## src/rtl/fwd_pkg.sv

```systemverilog
// Shared types for the operand bypass and hazard unit.
// Bypass sources are bundled as one struct per pipeline stage.
package fwd_pkg;

  localparam int XLEN_DEF = 32;
  localparam int NREG_DEF = 32;

  typedef logic [4:0] reg_addr_t;

  typedef struct packed {
    logic                wreg;
    reg_addr_t           rd;
    logic [XLEN_DEF-1:0] data;
    logic                ready;
  } byp_src_t;

endpackage

```

## src/rtl/fwd_port_mux.sv

```systemverilog
// One read port's bypass select: youngest matching stage wins,
// and a not-ready youngest match blocks any older match.
module fwd_port_mux
  import fwd_pkg::*;
#(
  parameter int NSTAGE = 3
) (
  input  reg_addr_t           rsAddr,
  input  logic [XLEN_DEF-1:0] rsRf,
  input  byp_src_t            src [NSTAGE],
  output logic [XLEN_DEF-1:0] fwdData,
  output logic                notReady
);

  logic hit;

  always_comb begin
    fwdData  = rsRf;
    notReady = 1'b0;
    hit      = 1'b0;
    for (int s = 0; s < NSTAGE; s++) begin
      if (!hit && src[s].wreg &&
          src[s].rd == rsAddr &&
          rsAddr != '0) begin
        hit = 1'b1;
        if (src[s].ready) fwdData = src[s].data;
        else notReady = 1'b1;
      end
    end
  end

endmodule

```

## src/rtl/hazard_forward_unit.sv

```systemverilog
// Operand bypass, multi-cycle latency scoreboard and stall counter
// for the decode stage of the pipelined core.
module hazard_forward_unit
  import fwd_pkg::*;
#(
  parameter int XLEN   = XLEN_DEF,
  parameter int NREAD  = 2,
  parameter int NSTAGE = 3,
  parameter int NREG   = NREG_DEF,
  parameter int MAXLAT = 8,
  localparam int LW    = $clog2(MAXLAT + 1)
) (
  input  logic              clk,
  input  logic              rst,
  input  reg_addr_t         rs_addr   [NREAD],
  input  logic [XLEN-1:0]   rs_rf     [NREAD],
  output logic [XLEN-1:0]   rs_fwd    [NREAD],
  input  logic [NSTAGE-1:0] byp_wreg,
  input  reg_addr_t         byp_rd    [NSTAGE],
  input  logic [XLEN-1:0]   byp_data  [NSTAGE],
  input  logic [NSTAGE-1:0] byp_ready,
  input  logic              issue_valid,
  input  logic              issue_wreg,
  input  reg_addr_t         issue_rd,
  input  logic [LW-1:0]     issue_lat,
  input  logic              flush,
  output logic              stall,
  output logic [31:0]       stall_cnt
);

  if (XLEN != XLEN_DEF) begin : gXlenChk
    $error("XLEN must equal fwd_pkg::XLEN_DEF");
  end

  byp_src_t      src [NSTAGE];
  logic          notReady [NREAD];
  logic [LW-1:0] cnt [NREG];
  logic [LW-1:0] latClamp;
  logic          issueAcc;
  logic [31:0]   stallCntQ;

  always_comb begin
    for (int s = 0; s < NSTAGE; s++) begin
      src[s].wreg  = byp_wreg[s];
      src[s].rd    = byp_rd[s];
      src[s].data  = byp_data[s];
      src[s].ready = byp_ready[s];
    end
  end

  for (genvar p = 0; p < NREAD; p++) begin : gPort
    fwd_port_mux #(
      .NSTAGE(NSTAGE)
    ) uMux (
      .rsAddr  (rs_addr[p]),
      .rsRf    (rs_rf[p]),
      .src     (src),
      .fwdData (rs_fwd[p]),
      .notReady(notReady[p])
    );
  end

  always_comb begin
    stall = 1'b0;
    for (int p = 0; p < NREAD; p++) begin
      if (rs_addr[p] != '0 &&
          (cnt[rs_addr[p]] != '0 || notReady[p]))
        stall = 1'b1;
    end
  end

  // A flush drops any issue presented in the same cycle.
  assign issueAcc = issue_valid && !stall && issue_wreg &&
                    issue_rd != '0 && !flush;

  assign latClamp = (issue_lat > LW'(MAXLAT)) ?
                    LW'(MAXLAT) : issue_lat;

  always_ff @(posedge clk or posedge rst) begin
    if (rst) begin
      for (int r = 0; r < NREG; r++) cnt[r] <= '0;
    end else begin
      for (int r = 0; r < NREG; r++) begin
        if (r == 0 || flush)
          cnt[r] <= '0;
        else if (issueAcc && issue_rd == 5'(r))
          cnt[r] <= latClamp;
        else if (cnt[r] != '0)
          cnt[r] <= cnt[r] - 1'b1;
      end
    end
  end

  always_ff @(posedge clk or posedge rst) begin
    if (rst)
      stallCntQ <= '0;
    else if (stall && stallCntQ != '1)
      stallCntQ <= stallCntQ + 32'd1;
  end

  assign stall_cnt = stallCntQ;

  latClampChk: assert property (
    @(posedge clk) disable iff (rst)
    issueAcc |-> issue_lat <= LW'(MAXLAT)
  ) else $warning("issue_lat above MAXLAT, clamped");

endmodule
```

## config.mk

```make
export PLATFORM = sky130hd
export DESIGN_NAME = hazard_forward_unit
export DESIGN_NICKNAME = d
export VERILOG_FILES = /design/src/rtl/fwd_pkg.sv /design/src/rtl/fwd_port_mux.sv /design/src/rtl/hazard_forward_unit.sv
export SDC_FILE = /design/constraint.sdc
export NUM_CORES = 1
export LEC_CHECK = 0
export ABC_AREA = 0
export ABC_CLOCK_PERIOD_IN_PS = 5870
export BUFFER_PORTS_ARGS = -buffer_cell sky130_fd_sc_hd__clkbuf_2
export CAP_MARGIN = 20
export CORE_ASPECT_RATIO = 0.9
export CORE_MARGIN = 8
export CORE_UTILIZATION = 50
export CTS_BUF_LIST = sky130_fd_sc_hd__clkbuf_4
export DETAILED_ROUTE_END_ITERATION = 16
export PLACE_DENSITY = 0.79
export SLEW_MARGIN = 20
export SYNTH_ARGS = -nofsm -noshare
export SYNTH_HDL_FRONTEND = slang
export SYNTH_HIERARCHICAL = 1
export SYNTH_SLANG_ARGS = --single-unit
```

## constraint.sdc

```tcl
create_clock -name clk -period 5.87 [get_ports clk]
set_input_delay 0.2935 -clock clk [delete_from_list [all_inputs] [get_ports clk]]
set_output_delay 0.2935 -clock clk [all_outputs]
set_load 0.02 [all_outputs]
```

* Word-level counts from Yosys, hierarchy flattened *
Cells that the tools add are included.

operators by class
  muxes and demuxes = 129
  add/subtract/negate cells = 32
  eq/ne operators = 38
  bitwise operators = 2
  reduce and logical (&&, ||, !) cells = 129
  magnitude comparators = 3

operators by type and width
  operator               count
  $mux 4                 98
  $mux 32                12
  $reduce_bool 4->1      33
  $sub 4x1->4 const B    31
  $reduce_bool 3->1      31
  $eq 5x5->1 const B     16
  $logic_and 1x1->1      54
  $bmux 4 s5             2
  $eq 5x4->1 const B     8
  $add 32x1->32 const B  1
  $ne 32x32->1 const B   1
  $eq 5x5->1             6
  $eq 5x3->1 const B     4
  $mux 1                 17
  $reduce_bool 5->1      3
  $ge 6x6->1 const B     2
  $not 5->6              2
  $eq 5x2->1 const B     2
  $logic_not 1->1        6
  $eq 5x1->1 const B     1
  $gt 4x4->1 const B     1
  $logic_or 1x1->1       2

storage, ports and cells
  input port bits = 205
  register bits after elaboration = 156
  word-level logic and storage cells = 365

* Longest topological paths before layout *
  depth after elaboration = 26
  depth in mapped cells = 16

* Hierarchy *
The synthesis kept the hierarchy.

modules (own cells, without submodules)
  module               cells an instance  seq. area each (um^2)  instances  area each (um^2)
  hazard_forward_unit  1160               3903.7                 1          10473.8
  fwd_port_mux         204                0.0                    2          1642.8

* Least setup slack after synthesis *
No wires, ideal clock.

  kind = input port to flip-flop
  start point = in rs_addr[0] (netlist bit)
  end point = reg cnt[76] (netlist bit)
  path buffers = 5
  stages = 15
  arrival = 3.124 ns
  slack = 2.618 ns
  path through = buf_2 xnor2_1 and4_1 clkbuf_1 and2_4 buf_6 buf_4 a31oi_1 a221oi_1 nand2_1 o21ai_1 buf_4 nand3_4 nor3_4 mux2_1

RTL lines
  item                             line                       source
  from (decl)                      hazard_forward_unit.sv:15  input reg_addr_t rs_addr [NREAD],
  to (signal, indexed assignment)  hazard_forward_unit.sv:87  cnt[r] <= latClamp;
  to (signal, indexed assignment)  hazard_forward_unit.sv:89  cnt[r] <= cnt[r] - 1'b1;
  to (decl)                        hazard_forward_unit.sv:37  logic [LW-1:0] cnt [NREG];

==> flow_summary.toml <==
[power_and_ir_drop]
max-vdd-ir-drop_uv = 247.7
power.leakage_nw = 6.603
swShare = 0.4589
p_switching_mw = 2.568
p_int_mw = 3.028
seqPwrFrac = 0.320
power_density_mw_per_mm2 = 356.3
combPwrFrac = 0.552
p_clk_frac = 0.129

[clocking]
htree_levels = 4
insertion_delay_ns = 0.58
cts_sinks = 156
clk_pin_slew_worst_paths_ns = 0.15
post_cts_resized = 0
cts_inserted_buffers = 17
cts_tree = "done"
clk_path_buf_depth = 2
cts_setup_buffers = 0
cts_root_buf = "clkbuf_4"

[route]
drc = 0
viasPerCell = 6.292
wl_per_cell_um = 21.79
ant_nets = 0
first_pass_iters = 5
via_count = 13710
first_iter_violations = 1233
wirelength_um = 47490

[logic_synthesis]
netlist-cell-type-count = 73
async_flop_share = 1.000
synth.net_count = 1805
synth_edf_count = 0
netlist_instances = 1568
synth_area_mm2 = 0.01376
avgSynthCellArea_um2 = 8.775
synth_seq_area_share = 0.2837
ys.flop_type = "dfrtp_1"
yosysWarnings = 6
synth_seq_cells = 156

[floorplan]
initial_core_util = 0.5090
io_pins = 302
std_cell_rows = 57
dieArea_mm2 = 0.03309
die_y_um = 173.4
die_x_um = 190.9
core-area_mm2 = 0.02703

[worst_hold_path]
hp-class = "in2reg"
hold_depth = 2
min_from = "flush"

[sta]
rsz0062_at_grt = "no"
timing.final.crit_share = 0.7571
finalCriticalPeriod_ns = 4.444
tightest_slew_ns = 1.043
max_freq_mhz = 225.0
finalClockSkew_ns = 0.02884
tns_ns = 0
hold_viol_final = 0
maxSlewViolCount = 0
setup_violations = 0
slew_headroom = 0.2955

[final_layout]
drive_above_1_share = 0.2829
final_common_cell = "clkbuf_2"
final_cell_mix = "clkbuf_2, nor2_1, dfrtp_1"
synthToLayoutAreaGrowth_pct = 14.14
fin_cells = 2179
postLayoutCoreUtil = 0.5810
final_area_mm2 = 0.01571
nets = 2041

[setup_path]
reg2reg_from = "cnt[24]"
cp_common_cell = "clkbuf_2"
crit_fanout = 34
crit_arrival_ns = 4.15
endpoint = "stall"
critPathTopFamily = "simple AND/OR/NAND/NOR gates"
critPathLaunchType = "input port"
crit_path_end_kind = "primary output"
cp.required_ns = 5.58
crit_path_start = "rs_addr[7]"
worst_path_largest_cell_delay_ns = 0.64
slowest_stage = "and2_4"
cp.depth = 10
reg2reg_depth = 9
ff2ff_setup_slack_ns = 2.09
regToRegEndpoint = "cnt[78]"
worstSetupPathType = "in2out"
cp_cell_sequence = "clkbuf_2, or4_1, o2111a_2, and2_4, a31oi_1, a211o_1, o22ai_4, buf_4, nand3_4, clkbuf_2"
cp_num_buf_inv = 3

[placed_design]
dpl-instance-area_mm2 = 0.01537
io_buffer_count = 301
gp_congestion = 1.010
dp_cells = 2138
hpwl_um = 34750

[global_routing]
grt_pass1_wl_um = 73890
grt_pass1_vias = 13158
grt_usage = 0.2746
grt_max_degree = 84
antenna_found_initial = 9
grt-ovfl-total = 0

[run]
maxCapViolations = 0

[run_status]
status = "complete, no violations"
## cells by family (layout without fill, tap and decap cells)
family,count (synthesis),count (layout),synth area share
and+or+nand+nor,553,553,0.2312
buffers and inverters,181,430,0.06129
muxes,82,82,0.06847
AOI/OAI and AO/OA,472,472,0.2676
adders and majority gates,32,32,0.02910
DFF,156,156,0.2837
xor gates and xnor gates,92,92,0.05856
other,0,8,0
## power by group through the flow
stage	clock network (mW)	registers (mW)	logic, mW
6_report	0.720	1.79	3.09
5_1_grt	0.781	1.85	3.41
4_1_cts	0.733	1.78	3.07
3_5_place_dp	0	1.80	3.05
3_3_place_gp	0	1.77	2.94
2_1_floorplan	0	1.75	2.36
## layout make-up
type	count	area, µm²
fill	2409	11320
multi-input combinational	1231	9064
sequential	156	3904
timing repair buffer	324	1688
clock buffer	17	127.6
tap	354	442.9
clock inverter	15	176.4
inverter	74	282.8
antenna	8	20.02
## metal layers
layer | vias up | GRT usage | part of all wire
met1 | 6536 | 0.3520 | 0.40
met4 | 0 | 0.1289 | 0.043
met2 | 715 | 0.4402 | 0.47
li1 | 6336 | - | -
met3 | 123 | 0.04988 | 0.083
met5 | - | 0 | 0
## registers in the layout, indices dropped and copies added (netlist names)
| name | cells |
|---|---|
| cnt | 124 |
| stall_cnt | 32 |
## worst reg2reg max path, delay by kind of cell, from the launching register on
family,cells,cell delay (ns)
compound gates,2,0.52
buf+inv,1,0.59
flops,1,0.44
mux,3,0.78
simple gates,3,1.37
## worst min path at each step
| stage | end | slack, ns |
|---|---|---|
| 3_3_place_gp | stall_cnt[12] | 0.31 |
| 4_1_cts | cnt[111] | 0.17 |
| 6_report | cnt[111] | 0.21 |
| 2_1_floorplan | cnt[113] | 0.50 |
| 3_5_place_dp | stall_cnt[13] | 0.31 |
| 5_1_grt | cnt[62] | 0.19 |
## stage by stage
stage | total power, mW | worst slack, ns | hold slack (ns)
2_1_floorplan | 4.110 | 1.370 | 0.5007
3_3_place_gp | 4.713 | 1.347 | 0.3096
3_5_place_dp | 4.855 | 1.229 | 0.3122
4_1_cts | 5.588 | 1.505 | 0.1707
5_1_grt | 6.039 | 1.173 | 0.1910
6_report | 5.596 | 1.426 | 0.2074
## repair_timing
action,in CTS,in global routing
hold buffers,1,0
endpoints found under the hold margin,37,0
setup endpoints to repair,0,0
## cell usage after synthesis, types with 12 or more instances
cell type	n	share of area
nor4_1	26	0.012
inv_1	74	0.020
clkbuf_1	67	0.018
mux2_2	33	0.027
nand4_1	29	0.013
a211oi_2	58	0.053
nor2_1	158	0.043
nand3b_1	33	0.018
nor3_1	37	0.013
buf_6	12	0.0098
o21ai_0	58	0.021
o2bb2ai_1	62	0.039
buf_2	14	0.0051
a21oi_1	47	0.017
o22ai_1	66	0.030
nand2_1	105	0.029
a21boi_0	62	0.034
mux2i_1	36	0.026
a211oi_1	61	0.033
ha_1	32	0.029
nand4_4	20	0.031
nand3_1	28	0.010
dfrtp_1	156	0.28
xnor2_1	82	0.052
nand2b_1	21	0.0095
or3_1	29	0.013
or3b_2	12	0.0076
(Power assumes the default switching activity.)
